[config.mk]
export PLATFORM = sky130hd
export DESIGN_NAME = div_seq
export DESIGN_NICKNAME = d
export VERILOG_FILES = /design/src/rtl/div_seq.sv
export SDC_FILE = /design/constraint.sdc
export NUM_CORES = 1
export LEC_CHECK = 0
export CAP_MARGIN = 15
export CORE_ASPECT_RATIO = 2
export CORE_MARGIN = 1
export CORE_UTILIZATION = 58
export CTS_CLUSTER_DIAMETER = 50
export DETAILED_ROUTE_END_ITERATION = 7
export GPL_TIMING_DRIVEN = 0
export PLACE_DENSITY = 0.8
export SLEW_MARGIN = 5
export SYNTH_ARGS = -nofsm -noshare
export SYNTH_HDL_FRONTEND = slang
export SYNTH_SLANG_ARGS = --single-unit
export TNS_END_PERCENT = 30
[constraint.sdc]
create_clock -name clk -period 3.5 [get_ports clk]
set_input_delay 0.7 -clock clk [delete_from_list [all_inputs] [get_ports clk]]
set_output_delay 0.7 -clock clk [all_outputs]
set_load 0.005 [all_outputs]
[src/rtl/div_seq.sv]
// div_seq: sequential restoring divider, one quotient bit per clock.
// Signed or unsigned per request, busy/done handshake, defined divide-by-zero
// results. Optional macro DIV_OVF_CHK_EN short-paths signed MIN / -1 and
// raises overflow; without it overflow is tied to 0.
module div_seq #(
  parameter int WIDTH = 16
) (
  input  logic             clk,
  input  logic             reset,
  input  logic             start,
  input  logic             signed_mode,
  input  logic [WIDTH-1:0] dividend,
  input  logic [WIDTH-1:0] divisor,
  output logic [WIDTH-1:0] quotient,
  output logic [WIDTH-1:0] remainder,
  output logic             done,
  output logic             busy,
  output logic             div_by_zero,
  output logic             overflow
);

  localparam int CW = $clog2(WIDTH);

  typedef enum logic [1:0] {IDLE, CALC, FINISH} state_t;

  state_t           state, state_nxt;
  logic [CW-1:0]    cnt;
  logic [WIDTH-1:0] rem_q;    // restored partial remainder, always < |divisor|
  logic [WIDTH-1:0] quo_q;    // quotient magnitude, shifted in LSB first
  logic [WIDTH-1:0] dvd_q;    // |dividend|, shifted out MSB first
  logic [WIDTH-1:0] dvs_q;    // |divisor|
  logic             neg_q;    // quotient must be negated
  logic             neg_r;    // remainder takes a negative sign
  logic             dbz_q;

  // operand sign and magnitude decode at accept time
  logic             dvd_neg, dvs_neg, short_path;
  logic [WIDTH-1:0] dvd_mag, dvs_mag;
  // one restoring step; the shifted value needs WIDTH+1 bits
  logic [WIDTH:0]   rem_shift, trial;
  logic             q_bit;
  // control strobes and final signed results
  logic             accept, step, finish;
  logic [WIDTH-1:0] res_q, res_r;

`ifdef DIV_OVF_CHK_EN
  logic ovf_case, ovf_q;
  assign ovf_case = signed_mode && (dividend == {1'b1, {(WIDTH-1){1'b0}}}) && (&divisor);
`endif

  // operand decode and single restoring iteration
  always_comb begin
    // NOTE: every always_comb output gets a default first so no path infers a latch.
    dvd_neg    = signed_mode & dividend[WIDTH-1];
    dvs_neg    = signed_mode & divisor[WIDTH-1];
    dvd_mag    = dvd_neg ? -dividend : dividend;
    dvs_mag    = dvs_neg ? -divisor  : divisor;
    short_path = (divisor == '0);
`ifdef DIV_OVF_CHK_EN
    short_path = short_path | ovf_case;
`endif
    rem_shift  = {rem_q, dvd_q[WIDTH-1]};
    trial      = rem_shift - {1'b0, dvs_q};
    q_bit      = ~trial[WIDTH];
  end

  // state register
  always_ff @(posedge clk or negedge reset) begin
    // NOTE: sequential state uses non-blocking assignments so every flop samples pre-edge values.
    if (!reset) state <= IDLE;
    else        state <= state_nxt;
  end

  // next-state logic
  always_comb begin
    state_nxt = state;
    unique case (state)
      IDLE:    if (start) state_nxt = short_path ? FINISH : CALC;
      CALC:    if (cnt == CW'(WIDTH-1)) state_nxt = FINISH;
      FINISH:  state_nxt = IDLE;
      default: state_nxt = IDLE;
    endcase
  end

  // control strobes decoded from the current state
  always_comb begin
    accept = (state == IDLE) && start;
    step   = (state == CALC);
    finish = (state == FINISH);
  end

  // final sign correction and special-case results
  always_comb begin
    res_q = neg_q ? -quo_q : quo_q;
    res_r = neg_r ? -rem_q : rem_q;
    if (dbz_q) begin
      res_q = '1;
      res_r = neg_r ? -dvd_q : dvd_q;   // restores the original dividend bits
    end
`ifdef DIV_OVF_CHK_EN
    if (ovf_q) begin
      res_q = {1'b1, {(WIDTH-1){1'b0}}};
      res_r = '0;
    end
`endif
  end

  // datapath: latch operands on accept, iterate while in CALC
  always_ff @(posedge clk or negedge reset) begin
    // NOTE: all datapath registers are plain flops (no memory array), so each is reset to 0.
    if (!reset) begin
      cnt   <= '0;
      rem_q <= '0;
      quo_q <= '0;
      dvd_q <= '0;
      dvs_q <= '0;
      neg_q <= 1'b0;
      neg_r <= 1'b0;
      dbz_q <= 1'b0;
    end else if (accept) begin
      cnt   <= '0;
      rem_q <= '0;
      quo_q <= '0;
      dvd_q <= dvd_mag;
      dvs_q <= dvs_mag;
      neg_q <= dvd_neg ^ dvs_neg;
      neg_r <= dvd_neg;
      dbz_q <= (divisor == '0);
    end else if (step) begin
      cnt   <= cnt + 1'b1;
      rem_q <= q_bit ? trial[WIDTH-1:0] : rem_shift[WIDTH-1:0];
      quo_q <= {quo_q[WIDTH-2:0], q_bit};
      dvd_q <= dvd_q << 1;
    end
  end

`ifdef DIV_OVF_CHK_EN
  // overflow flag captured with the operands
  always_ff @(posedge clk or negedge reset) begin
    if (!reset)      ovf_q <= 1'b0;
    else if (accept) ovf_q <= ovf_case;
  end
`endif

  // registered handshake and result outputs
  always_ff @(posedge clk or negedge reset) begin
    if (!reset) begin
      done        <= 1'b0;
      busy        <= 1'b0;
      quotient    <= '0;
      remainder   <= '0;
      div_by_zero <= 1'b0;
    end else begin
      done <= finish;
      if (accept)      busy <= 1'b1;
      else if (finish) busy <= 1'b0;
      if (finish) begin
        quotient    <= res_q;
        remainder   <= res_r;
        div_by_zero <= dbz_q;
      end
    end
  end

`ifdef DIV_OVF_CHK_EN
  // overflow result register, updated with done
  always_ff @(posedge clk or negedge reset) begin
    if (!reset)      overflow <= 1'b0;
    else if (finish) overflow <= ovf_q;
  end
`else
  assign overflow = 1'b0;
`endif

endmodule

# ---- Yosys cells after proc, flatten, opt, wreduce, memory -nomap -nowiden
# Cells that the tools add are included.
dict set report word_totals {
  in_bits 36
  elab_cells 58
  output_inout_bits 36
  ff_bits 108
}
dict set report op_classes {
  addsub 7
  n_eq_ne 5
  n_bitwise 4
  n_reduce_logical 6
  n_mux 22
}
# cell count
set op_table {}
lappend op_table {{$mux W16} 14}
lappend op_table {{$neg A16 Y16} 5}
lappend op_table {{$sub A17 B16 Y17} 1}
lappend op_table {{$logic_not A16 Y1} 1}
lappend op_table {{$mux W4} 2}
lappend op_table {{$mux W2} 3}
lappend op_table {{$add A4 B1 Y4 const B} 1}
lappend op_table {{$eq A4 B4 Y1 const B} 1}
lappend op_table {{$pmux W2 S2} 1}
lappend op_table {{$reduce_bool A2 Y1} 2}
lappend op_table {{$and A1 B1 Y1} 2}
lappend op_table {{$eq A2 B1 Y1 const B} 1}
lappend op_table {{$eq A2 B2 Y1 const B} 1}
lappend op_table {{$logic_not A2 Y1} 1}
lappend op_table {{$mux W1} 2}
lappend op_table {{$ne A2 B1 Y1 const B} 1}
lappend op_table {{$ne A2 B2 Y1 const B} 1}
lappend op_table {{$reduce_and A2 Y1} 1}
lappend op_table {{$logic_and A1 B1 Y1} 1}
lappend op_table {{$not A1 Y1} 1}
lappend op_table {{$xor A1 B1 Y1} 1}

# ---- Longest topological paths before layout
dict set report depth {
  word_depth 4
  depth_mapped 11
  mapped_depth_nobuf 10
}

# ---- Worst setup path before layout
# Ideal clock, no wire load.
dict set report synth_timing {
  kind {reg-to-reg}
  from {reg dvd_q[15]}
  to {reg rem_q[4]}
  arrival_ns 2.527
  setup_ns 0.126
  period_less_slack_ns 2.653
  slack_ns 0.847
  path_stages_with_launch 12
  t_required_ns 3.374
  path_buffers 1
  path_cell_list {dfrtp_1 > inv_1 > ha_1 > fa_1 > nand2b_1 > a21oi_1 > o21ai_0 > o21ai_0 > xor2_1 > buf_2 > nor2_1 > a221o_1}
}
dict set report synth_between {
  elab_chain_len 4
}
# item line_no
set synth_lines {}
lappend synth_lines {{start: declaration} 30} ;# logic [WIDTH-1:0] dvd_q;
lappend synth_lines {{start signal: assignment} 124} ;# dvd_q <= dvd_mag;
lappend synth_lines {{start signal: assignment} 133} ;# dvd_q <= dvd_q << 1;
lappend synth_lines {{$sub A17 B16 Y17} 63} ;# trial = rem_shift - {1'b0, dvs_q};
lappend synth_lines {{$mux W16} 131} ;# rem_q <= q_bit ? trial[WIDTH-1:0] : rem_shift[WIDTH-1:0];
lappend synth_lines {{$mux W16} 129} ;# end else if (step) begin
lappend synth_lines {{$mux W16} 120} ;# end else if (accept) begin
lappend synth_lines {{end signal: assignment} 131}
lappend synth_lines {{end: declaration} 28} ;# logic [WIDTH-1:0] rem_q;
# No other way between the ends. The select of a mux whose other input is x is not followed.
# A chain may end at the register's enable or synchronous reset.

# ---- Final worst setup path
dict set report layout_timing {
  from {reg dvd_q[15]}
  to {reg rem_q[6]}
}
# The elaborated chain is that of the path after synthesis.

==> flow_summary_export.csv <==
group,metric,value,unit
outcome,outcome,"finished clean",
finish,layout-area-overhead-vs-synth,18.0,%
finish,num-nets-final,956,
floorplanning,die_w,78.3,µm
synth,synth-edff-count,0,
floorplanning,ios,72,
synth,post_synth_num_cell_types,52,
clock_tree,cts_inserted_buffers,9,
synth,syn_avg_cell_area,8.29,µm²
placement,gp_congestion,0.998,
detailed_routing,viasPerCell,6.10,
synth,yosys_warnings,0,
power_and_ir_drop,comb_power_share,56.8,%
clock_tree,clk_pin_slew_worst_paths,0.08,ns
clock_tree,clock_sinks,108,
detailed_routing,firstDrtPassIters,5,
power_and_ir_drop,p_sw,3770,µW
setup_path,start_kind,"register",
setup_path,path_class,"register to register",
power_and_ir_drop,netSwitchingFraction,46.2,%
power_and_ir_drop,p_int,4390,µW
clock_tree,cts_max_level,3,
synth,synth_async_sr_flop_share,100,%
sta,slew_headroom,50.0,%
synth,syn_inst,815,
synth,synthFlopType,"dfrtp_1",
setup_path,max_stage_delay,0.40,ns
synth,synthAdderAreaFrac,4.37,%
setup_path,cp_slowest_cell,"fa_1",
setup_path,r2r_slack,0.22,ns
finish,drive_above_1_share,3.33,%
detailed_routing,remaining_drc_errors,0,
power_and_ir_drop,p_leak,0.00351,µW
sta,setup_viol,0,
power_and_ir_drop,powerDensity,1020,mW/mm²
synth,netlist_area,0.00675,mm²
global_route,track_usage,32.6,%
sta,fmax,305,MHz
sta,tns,0,ns
global_route,grt_pass1_wl,30800,µm
floorplanning,core-area,0.0114,mm²
detailed_routing,ant_nets,0,
synth,synth_xor_area_share,9.99,%
setup_path,cp.required,3.73,ns
power_and_ir_drop,ir_drop,0.000472,V
placement,dp_cells,1028,
worst_hold_path,hold_path.class,"input pin to async pin",
setup_path,path_buf_inv,2,
detailed_routing,dr.first_iter.drc_count,505,
sta,post-route-min-period,3.28,ns
setup_path,cp_top_family,"compound AO/OA/AOI/OAI gates",
clock_tree,cts_tree,"done",
setup_path,end_kind,"register",
clock_tree,cts_resized,0,
sta,rsz0062_at_grt,"no",
synth,synth-simple-area-share,21.8,%
floorplanning,rows,55,
setup_path,worst_path_most_repeated_cell,"o21ai_0",
global_route,grt_max_degree,73,
synth,ys_ff_latch,108,
sta,maxSlewViolCount,0,
setup_path,crit_fanout,10,
synth,syn_nets,874,
sta,hold_viol,0,
finish,final_util,70.1,%
finish,antennaDiodeCount,0,
synth,synth_seq_area_share,40.0,%
finish,final_cells,1044,
synth,synth_compound_area_share,16.6,%
sta,worst_pin_slew,0.750,ns
floorplanning,die_area,0.0121,mm²
detailed_routing,route.detailed.wl_per_inst,18.0,µm
power_and_ir_drop,p_seq_share,30.1,%
detailed_routing,wl,18800,µm
floorplanning,chipHeight,155,µm
setup_path,path_cells,"inv_1 -> ha_1 -> fa_1 -> nand2b_1 -> a21oi_1 -> o21ai_0 -> o21ai_0 -> xor2_1 -> buf_2 -> nor2_1 -> a221o_1",
sta,fin_crit_sh,93.8,%
synth,synth_top_family_by_area,"simple AND/OR/NAND/NOR gates",
setup_path,critPathArrivalTime,3.51,ns
global_route,grt-ovfl-total,0,
global_route,first_global_vias,6490,
floorplanning,start_util,59.5,%
placement,place_hpwl,14300,µm
clock_tree,post-cts-setup-buffers,0,
power_and_ir_drop,clkPwrFrac,13.1,%
detailed_routing,vias,6369,
global_route,antenna_found_initial,0,
clock_tree,insertion_delay,0.35,ns
clock_tree,clockBufferDepth,2,
flow_run,drv_cap,0,
clock_tree,holdBufCountCts,0,
placement,port_buffers,70,
synth,synth_mux_area_share,3.02,%
clock_tree,cts_root_buffer,"clkbuf_16",
sta,fin_skew,0.00875,ns
synth_stat cells (all sizes together), types with 5 or more instances:
cell	count	area (µm²)
or3	13	101
a21oi	43	215
nand3	42	210
xor2	39	342
o31ai	13	111
nand2b	10	62.6
a31oi	19	119
or4	8	60.1
nor3	12	60.1
inv	33	124
xnor2	38	333
mux2i	17	170
buf	11	47.6
o21ai	86	430
a21o	6	45.0
dfrtp	108	2700
clkbuf	30	113
nand2	147	552
o211ai	5	37.5
ha	22	275
nor2	65	244
layout by cell type, fill, tap and decap left out, types with 4 or more instances in the layout:
| master | Yosys | routed |
|---|---|---|
| or3_1 | 9 | 9 |
| mux2i_1 | 17 | 17 |
| nor2b_1 | 4 | 4 |
| inv_1 | 33 | 33 |
| a21o_1 | 6 | 6 |
| nor3_1 | 12 | 12 |
| a31oi_1 | 19 | 19 |
| nand2b_1 | 10 | 10 |
| nor2_1 | 65 | 65 |
| ha_1 | 22 | 22 |
| or3_4 | 4 | 4 |
| xnor2_1 | 38 | 38 |
| a21oi_1 | 43 | 43 |
| clkbuf_16 | 0 | 9 |
| or4_1 | 8 | 8 |
| a221o_1 | 4 | 4 |
| clkbuf_1 | 30 | 30 |
| o211ai_1 | 5 | 5 |
| nand3b_1 | 4 | 4 |
| o21ai_0 | 86 | 86 |
| dfrtp_1 | 108 | 108 |
| clkdlybuf4s50_1 | 0 | 69 |
| and3_1 | 4 | 4 |
| xor2_1 | 39 | 39 |
| nand2_1 | 147 | 147 |
| buf_1 | 8 | 8 |
| nand3_1 | 42 | 42 |
| o31ai_1 | 12 | 12 |
cells by family (layout without fill, tap and decap cells):
family | Yosys count | in the layout
muxes | 19 | 19
and+or+nand+nor | 323 | 323
AOI/OAI and AO/OA | 190 | 190
buffers and inverters | 74 | 161
DFF | 108 | 108
other | 1 | 1
adders and majority gates | 23 | 23
xor gates and xnor gates | 77 | 77
state kept, by name, indices dropped and copies added, names as in the netlist, 2 cells and up:
name,cells
dvd_q,16
dvs_q,16
quo_q,16
quotient,16
rem_q,16
remainder,16
cnt,4
state,2
per-stage QoR:
stage               setup WS, ns  power (µW)  hold WS [ns]  area [µm²]
floorplan                  0.847        5510         0.404        6750
global placement           -2.14        6720         0.458        7630
detailed placement         0.271        6970         0.465        7660
CTS                        0.236        8050         0.322        7970
global route              0.0317        8710         0.348        7970
finish                     0.217        8150         0.306        7970
path summary, 6_finish.rpt:
path,startpoint,to,depth (start not counted)
worst max-delay path,dvd_q[15]$_DFFE_PN0P_,rem_q[6]$_DFFE_PN0P_,11
worst min-delay path,reset,quotient[10]$_DFFE_PN0P_,1
worst max register to register,dvd_q[15]$_DFFE_PN0P_,rem_q[6]$_DFFE_PN0P_,11
worst min register to register,dvs_q[8]$_DFFE_PN0P_,dvs_q[8]$_DFFE_PN0P_,2
max in group asynchronous,reset,dvd_q[3]$_DFFE_PN0P_,2
min in group clk,dvs_q[8]$_DFFE_PN0P_,dvs_q[8]$_DFFE_PN0P_,2
per-layer routing:
| metal | up-vias | track usage, % | part of all wire (%) |
|---|---|---|---|
| li1 | 2977 | - | - |
| met1 | 3074 | 33.8 | 35 |
| met2 | 250 | 60.8 | 55 |
| met3 | 68 | 4.96 | 4.5 |
| met4 | 0 | 18.2 | 5.1 |
| met5 | - | 0 | 0 |
power groups by stage:
stage / Combinational (µW) / Clock (µW) / Sequential, µW
floorplan: 3250 / 0 / 2260
global placement: 4310 / 0 / 2410
detailed placement: 4520 / 0 / 2450
CTS: 4560 / 1070 / 2420
global route: 5090 / 1110 / 2510
finish: 4630 / 1070 / 2460
final cells by class:
| type | instances | area, µm² |
|---|---|---|
| Tap cell | 142 | 178 |
| Fill cell | 934 | 3390 |
| Multi-Input combinational cell | 633 | 3770 |
| Sequential cell | 108 | 2700 |
| Inverter | 33 | 124 |
| Clock inverter | 6 | 70.1 |
| Timing Repair Buffer | 71 | 726 |
| Buffer | 41 | 160 |
| Clock buffer | 10 | 239 |
Note: power is estimated with default switching activity, not from simulation.
